===== config.mk =====
export PLATFORM = sky130hd
export DESIGN_NAME = alu4_acc_ctrl_flat
export DESIGN_NICKNAME = d
export VERILOG_FILES = /design/src/rtl/alu4_acc_ctrl_if.sv /design/src/rtl/alu4_acc_ctrl.sv /design/src/flat_wrapper.sv
export SDC_FILE = /design/constraint.sdc
export NUM_CORES = 1
export LEC_CHECK = 0
export ABC_AREA = 1
export CAP_MARGIN = 25
export CORE_MARGIN = 1
export CORE_UTILIZATION = 43
export DETAILED_ROUTE_END_ITERATION = 6
export PLACE_DENSITY_LB_ADDON = 0.3
export SKIP_CTS_REPAIR_TIMING = 1
export SYNTH_ARGS = -nofsm -noshare
export SYNTH_HDL_FRONTEND = slang
export SYNTH_SLANG_ARGS = --single-unit

===== constraint.sdc =====
create_clock -name clk -period 1.51 [get_ports clk]
set_input_delay 0.151 -clock clk [delete_from_list [all_inputs] [get_ports clk]]
set_output_delay 0.151 -clock clk [all_outputs]
set_load 0.02 [all_outputs]

===== src/rtl/alu4_acc_ctrl_if.sv =====
// alu4_acc_ctrl_if: command and result handshake channels of the ALU accumulator stage
interface alu4_acc_ctrl_if;
  logic in_valid;
  logic in_ready;
  logic [2:0] in_op;
  logic [3:0] in_opnd;
  logic in_load;
  logic in_clr;
  logic out_valid;
  logic out_ready;
  logic [3:0] out_acc;
  logic [3:0] out_flags;
  modport master (
    output in_valid, in_op, in_opnd, in_load, in_clr, out_ready,
    input in_ready, out_valid, out_acc, out_flags
  );
  modport slave (
    input in_valid, in_op, in_opnd, in_load, in_clr, out_ready,
    output in_ready, out_valid, out_acc, out_flags
  );
endinterface


===== src/rtl/alu4_acc_ctrl.sv =====
// alu4_acc_ctrl: sequences one command per handshake through the external 4-bit ALU into an NZCV accumulator
module alu4_acc_ctrl #(
  parameter logic [3:0] ACC_INIT = 4'h0,
  parameter int CNT_W = 8
) (
  input logic clk,
  input logic reset,
  alu4_acc_ctrl_if.slave bus,
  output logic [3:0] alu_a,
  output logic [3:0] alu_b,
  output logic [2:0] alu_sel,
  input logic [3:0] alu_y,
  input logic alu_co,
  input logic alu_vo,
  output logic [CNT_W-1:0] op_cnt
);
  typedef enum logic [1:0] {IDLE, EXEC, DONE} state_t;
  localparam logic [3:0] FLAGS_INIT = (ACC_INIT == 4'h0) ? 4'b0100 : {ACC_INIT[3], 3'b000};
  state_t state, state_nxt;
  logic [3:0] acc, flags, acc_nxt, flags_nxt;
  logic load, accept;
  assign alu_a = acc;
  assign bus.out_acc = acc;
  assign bus.out_flags = flags;
  assign bus.out_valid = state == DONE;
  assign bus.in_ready = state == IDLE && !bus.in_clr;
  always_comb begin
    accept = bus.in_valid && bus.in_ready;
    state_nxt = state == IDLE ? (accept ? EXEC : IDLE) :
                state == EXEC ? DONE :
                state == DONE ? (bus.out_ready ? IDLE : DONE) : IDLE;
    acc_nxt = load ? alu_b : alu_y;
    flags_nxt = {acc_nxt[3], acc_nxt == 4'h0, !load && alu_co, !load && alu_vo};
  end
  // clear and accept are mutually exclusive because in_ready is masked by in_clr
  always_ff @(posedge clk or posedge reset) begin
    if (reset) begin
      state <= IDLE;
      acc <= ACC_INIT;
      flags <= FLAGS_INIT;
      alu_b <= 4'h0;
      alu_sel <= 3'h0;
      load <= 1'b0;
      op_cnt <= '0;
    end else begin
      state <= state_nxt;
      if (state == IDLE && bus.in_clr) begin
        acc <= ACC_INIT;
        flags <= FLAGS_INIT;
        op_cnt <= '0;
      end
      if (accept) begin
        alu_sel <= bus.in_op;
        alu_b <= bus.in_opnd;
        load <= bus.in_load;
      end
      if (state == EXEC) begin
        acc <= acc_nxt;
        flags <= flags_nxt;
      end
      if (state == DONE && bus.out_ready) op_cnt <= op_cnt + CNT_W'(1);
    end
  end
endmodule


===== src/flat_wrapper.sv =====
// flat-port wrapper written by rule: the top's interface ports become plain ports
module alu4_acc_ctrl_flat 
#(
  parameter logic [3:0] ACC_INIT = 4'h0,
  parameter int CNT_W = 8
)
  (clk, reset, alu_a, alu_b, alu_sel, alu_y, alu_co, alu_vo, op_cnt, bus_in_valid, bus_in_op, bus_in_opnd, bus_in_load, bus_in_clr, bus_out_ready, bus_in_ready, bus_out_valid, bus_out_acc, bus_out_flags);
  alu4_acc_ctrl_if bus_i ();
  input logic clk;
  input logic reset;
  output logic [3:0] alu_a;
  output logic [3:0] alu_b;
  output logic [2:0] alu_sel;
  input logic [3:0] alu_y;
  input logic alu_co;
  input logic alu_vo;
  output logic [CNT_W-1:0] op_cnt;
  input wire logic [$bits(bus_i.in_valid)-1:0] bus_in_valid;
  input wire logic [$bits(bus_i.in_op)-1:0] bus_in_op;
  input wire logic [$bits(bus_i.in_opnd)-1:0] bus_in_opnd;
  input wire logic [$bits(bus_i.in_load)-1:0] bus_in_load;
  input wire logic [$bits(bus_i.in_clr)-1:0] bus_in_clr;
  input wire logic [$bits(bus_i.out_ready)-1:0] bus_out_ready;
  output wire logic [$bits(bus_i.in_ready)-1:0] bus_in_ready;
  output wire logic [$bits(bus_i.out_valid)-1:0] bus_out_valid;
  output wire logic [$bits(bus_i.out_acc)-1:0] bus_out_acc;
  output wire logic [$bits(bus_i.out_flags)-1:0] bus_out_flags;
  assign bus_i.in_valid = bus_in_valid;
  assign bus_i.in_op = bus_in_op;
  assign bus_i.in_opnd = bus_in_opnd;
  assign bus_i.in_load = bus_in_load;
  assign bus_i.in_clr = bus_in_clr;
  assign bus_i.out_ready = bus_out_ready;
  assign bus_in_ready = bus_i.in_ready;
  assign bus_out_valid = bus_i.out_valid;
  assign bus_out_acc = bus_i.out_acc;
  assign bus_out_flags = bus_i.out_flags;
  alu4_acc_ctrl #(.ACC_INIT(ACC_INIT), .CNT_W(CNT_W)) u_core (.clk(clk), .reset(reset), .bus(bus_i), .alu_a(alu_a), .alu_b(alu_b), .alu_sel(alu_sel), .alu_y(alu_y), .alu_co(alu_co), .alu_vo(alu_vo), .op_cnt(op_cnt));
endmodule

==> summary.md <==
| Metric | Value |
|---|---|
| Status | `finished clean` |
| Final ANT Viol Nets | `0` |
| Mapped Cells | `between 150 and 200` |
| Yosys warns | `0` |
| Layout fillers | `between 200 and 250` |
| Max clock buf depth | `2` |
| H-tree depth | `1` |
| Reg2Reg Depth | `6` |
| Grt ovf | `0` |
| Power per cell area | `~1100 nW/um^2` |
| Worst slew pin tran | `312 ps` |
| Core Footprint | `2570 sq um` |
| Root Buffer | `clkbuf_4` |
| Top Ports | `between 40 and 50` |
| Largest net degree at the start of global routing | `26` |
| Layout area overhead | `46.7%` |
| Power share of the combinational group | `37.1%` |
| CTS tree | `yes` |
| Sw frac | `37.1%` |
| Area of the multi-input gates | `488 sq um` |
| Nets | `222` |
| Stages on the worst setup path | `1` |
| Slowest stage delay, CP | `610 ps` |
| Die W | `approximately 55 um` |
| Data required time of the critical path | `1360 ps` |
| First-pass DRT Iterations | `4` |
| Die Ht | `around 55 um` |
| RSZ-0062 raised after global routing | `false` |
| Synthesized area | `about 1200 sq um` |
| Clk Latency, worst-skew pair | `330 ps` |
| Final hold violation count | `0` |
| Share of Yosys cell area claimed by the top area cell type | `49.3%` |
| Yosys reg bits | `25` |
| DRC viols | `0` |
| Initial Util | `47.4%` |
| Layout cells sized above 1 | `9.45%` |
| First-pass GRT wire length | `5.04 mm` |
| Routability cong. | `0.813` |
| Sequential share of power | `45.5%` |
| Slew headroom | `between 70% and 80%` |
| Final Critical Period | `roughly 1500 ps` |
| Gr usage total | `20.4%` |
| Syn Nets | `173` |
| Routed Wire Length | `2.95 mm` |
| Period utilisation layout | `98.4%` |
| Via Count | `between 1000 and 1500` |
| Sw power | `0.702 mW` |
| CP cell instances | `clkdlybuf4s50_1` |
| Layout Cells excl Fill | `231` |
| Synth unique cells | `20` |
| PnR Total Power | `1.89 mW` |
| Total negative slack | `0 ps` |
| CP top delay family | `buffers and inverters` |
| Worst Setup End Kind | `output pin` |
| Detailed Place HPWL | `2.20 mm` |
| FP Rows | `18` |
| DIE AREA | `3050 sq um` |
| Crit Path Max Fanout | `3` |
| CP Buf/Inv Count | `1` |
| Port bufs | `47` |
| Slowest CP cell | `clkdlybuf4s50_1` |
| LEAKAGE | `1.19 nW` |
| DRT iter0 DRCs | `35` |
| CP arrival | `around 1300 ps` |
| Via-per-instance ratio | `5.23` |
| Crit path kind | `flip-flop to output pin` |
| CTS buffer count | `3` |
| Initial antenna violation count | `0` |
| Syn avg cell area | `around 8 sq um` |
| Top post-synthesis cells by area | `dfrtp_1 (49%), nand2_1 (19%), nand3_1 (6.2%), buf_4 (3.7%), inv_1 (3.4%)` |
| Slew Viols, Final | `0` |
| Max-cap violation count | `0` |
| Setup violators final | `0` |
| VDD IR max | `0.000740 V` |
| Sequential standard cell area | `627 sq um` |
| Routed length per instance | `12.8 um` |
| P_int | `between 1 and 1.5 mW` |
| Clock net sink count | `25` |
| Yosys top cell by area | `dfrtp_1` |
| Worst Clk Skew | `around 5.6 ps` |
| Max Fclk | `673 MHz` |
| Cells after DPL | `227` |
| Reg clk slew, reported paths | `150 ps` |
| Critical path startpoint category | `flip-flop` |
| Antenna cells | `0` |
| Clock power share | `17.4%` |
| Fin util | `69.5%` |
| Register area share after synthesis | `a little over 50%` |
| Hold/Removal Path Class | `primary input to asynchronous set/reset pin` |
| Vias in the first global route | `1211` |
==> cell type report <==
class / count / area share [%]
clock inverter: 1 / 0.420
clock buffer: 3 / 1.26
inverter: 14 / 3.22
tap: 30 / 2.10
sequential: 25 / 35.1
multi-input combinational: 108 / 27.3
timing repair buffer: 50 / 30.6
==> stage by stage <==
| stage | setup WS (ps) | instance area [sq um] | hold WS [ps] |
|---|---|---|---|
| final | 24.5 | 1790 | 146 |
| after global routing | 1.92 | 1790 | 216 |
| after CTS | -364 | 1730 | 168 |
| after detailed placement | -133 | 1700 | 477 |
| after floorplan | 206 | 1220 | 178 |
| after global placement | -148 | 1700 | 471 |
==> power groups by stage <==
| stage | Combinational (mW) | Clock, mW | Sequential, mW |
|---|---|---|---|
| global route | 0.757 | 0.342 | 0.877 |
| CTS | 0.726 | 0.321 | 0.865 |
| global placement | 0.703 | 0 | 0.869 |
| detailed placement | 0.719 | 0 | 0.875 |
| floorplan | 0.285 | 0 | 0.977 |
| finish | 0.701 | 0.329 | 0.860 |
==> cells by family (layout without fill, tap and decap cells) <==
logic type | count (synthesis) | in the layout | synth area share (%)
AOI/OAI and AO/OA | 9 | 9 | 3.90
adders and majority gates | 1 | 1 | 1.03
and+or+nand+nor | 98 | 98 | 35.1
buffers and inverters | 20 | 68 | 8.43
DFF | 25 | 25 | 51.5
==> final timing paths <==
check	slack (ps)	from	end
worst max-delay path	20	u_core.alu_a[2]	bus_out_acc[2]
worst min-delay path	150	reset	u_core.op_cnt[7]
worst max register to register	260	u_core.op_cnt[1]	u_core.op_cnt[6]
worst min register to register	510	u_core.alu_sel[0]	u_core.alu_sel[0]
max in group asynchronous	1080	reset	u_core.bus.out_flags[2]
min in group clk	330	bus_in_op[1]	u_core.alu_sel[1]
==> synthesized netlist by cell type <==
master / instances
a21oi_1: 1
buf_4: 6
clkinv_4: 1
dfrtp_1: 24
dfstp_2: 1
ha_1: 1
inv_1: 11
inv_2: 2
nand2_1: 63
nand2_2: 1
nand2_4: 1
nand3_1: 15
nand4_1: 2
nor2_1: 11
nor2_4: 2
nor3_2: 1
o21ai_0: 4
o21ai_1: 3
o21bai_1: 1
or2_2: 2
==> cell usage in the layout (no fill, tap or decap), types with 2 or more instances in the layout <==
cell type	netlist	layout
nand2_1	63	63
dfrtp_1	24	24
clkdlybuf4s50_1	0	23
dlymetal6s2s_1	0	23
nand3_1	15	15
inv_1	11	11
nor2_1	11	11
o21ai_0	4	4
o21ai_1	3	3
clkbuf_4	0	3
buf_4	6	3
inv_2	2	2
nor2_4	2	2
or2_2	2	2
nand4_1	2	2
==> per-layer routing <==
| layer | GRT usage, % | part of all wire [%] | vias to the layer above |
|---|---|---|---|
| met1 | 24.0 | 42 | 585 |
| met3 | 2.34 | 5.0 | 4 |
| met4 | 9.64 | 0.98 | 0 |
| met2 | 36.7 | 52 | 46 |
| li1 | - | - | 572 |
| met5 | 0 | 0 | - |
==> flip-flops by register name, indices dropped and copies added, names as in the netlist <==
name	cells
u_core.alu_a	4
u_core.alu_b	4
u_core.alu_sel	3
u_core.bus.out_flags	3
u_core.load	1
u_core.op_cnt	8
u_core.state	2
Power figures use the tool's default switching activity.
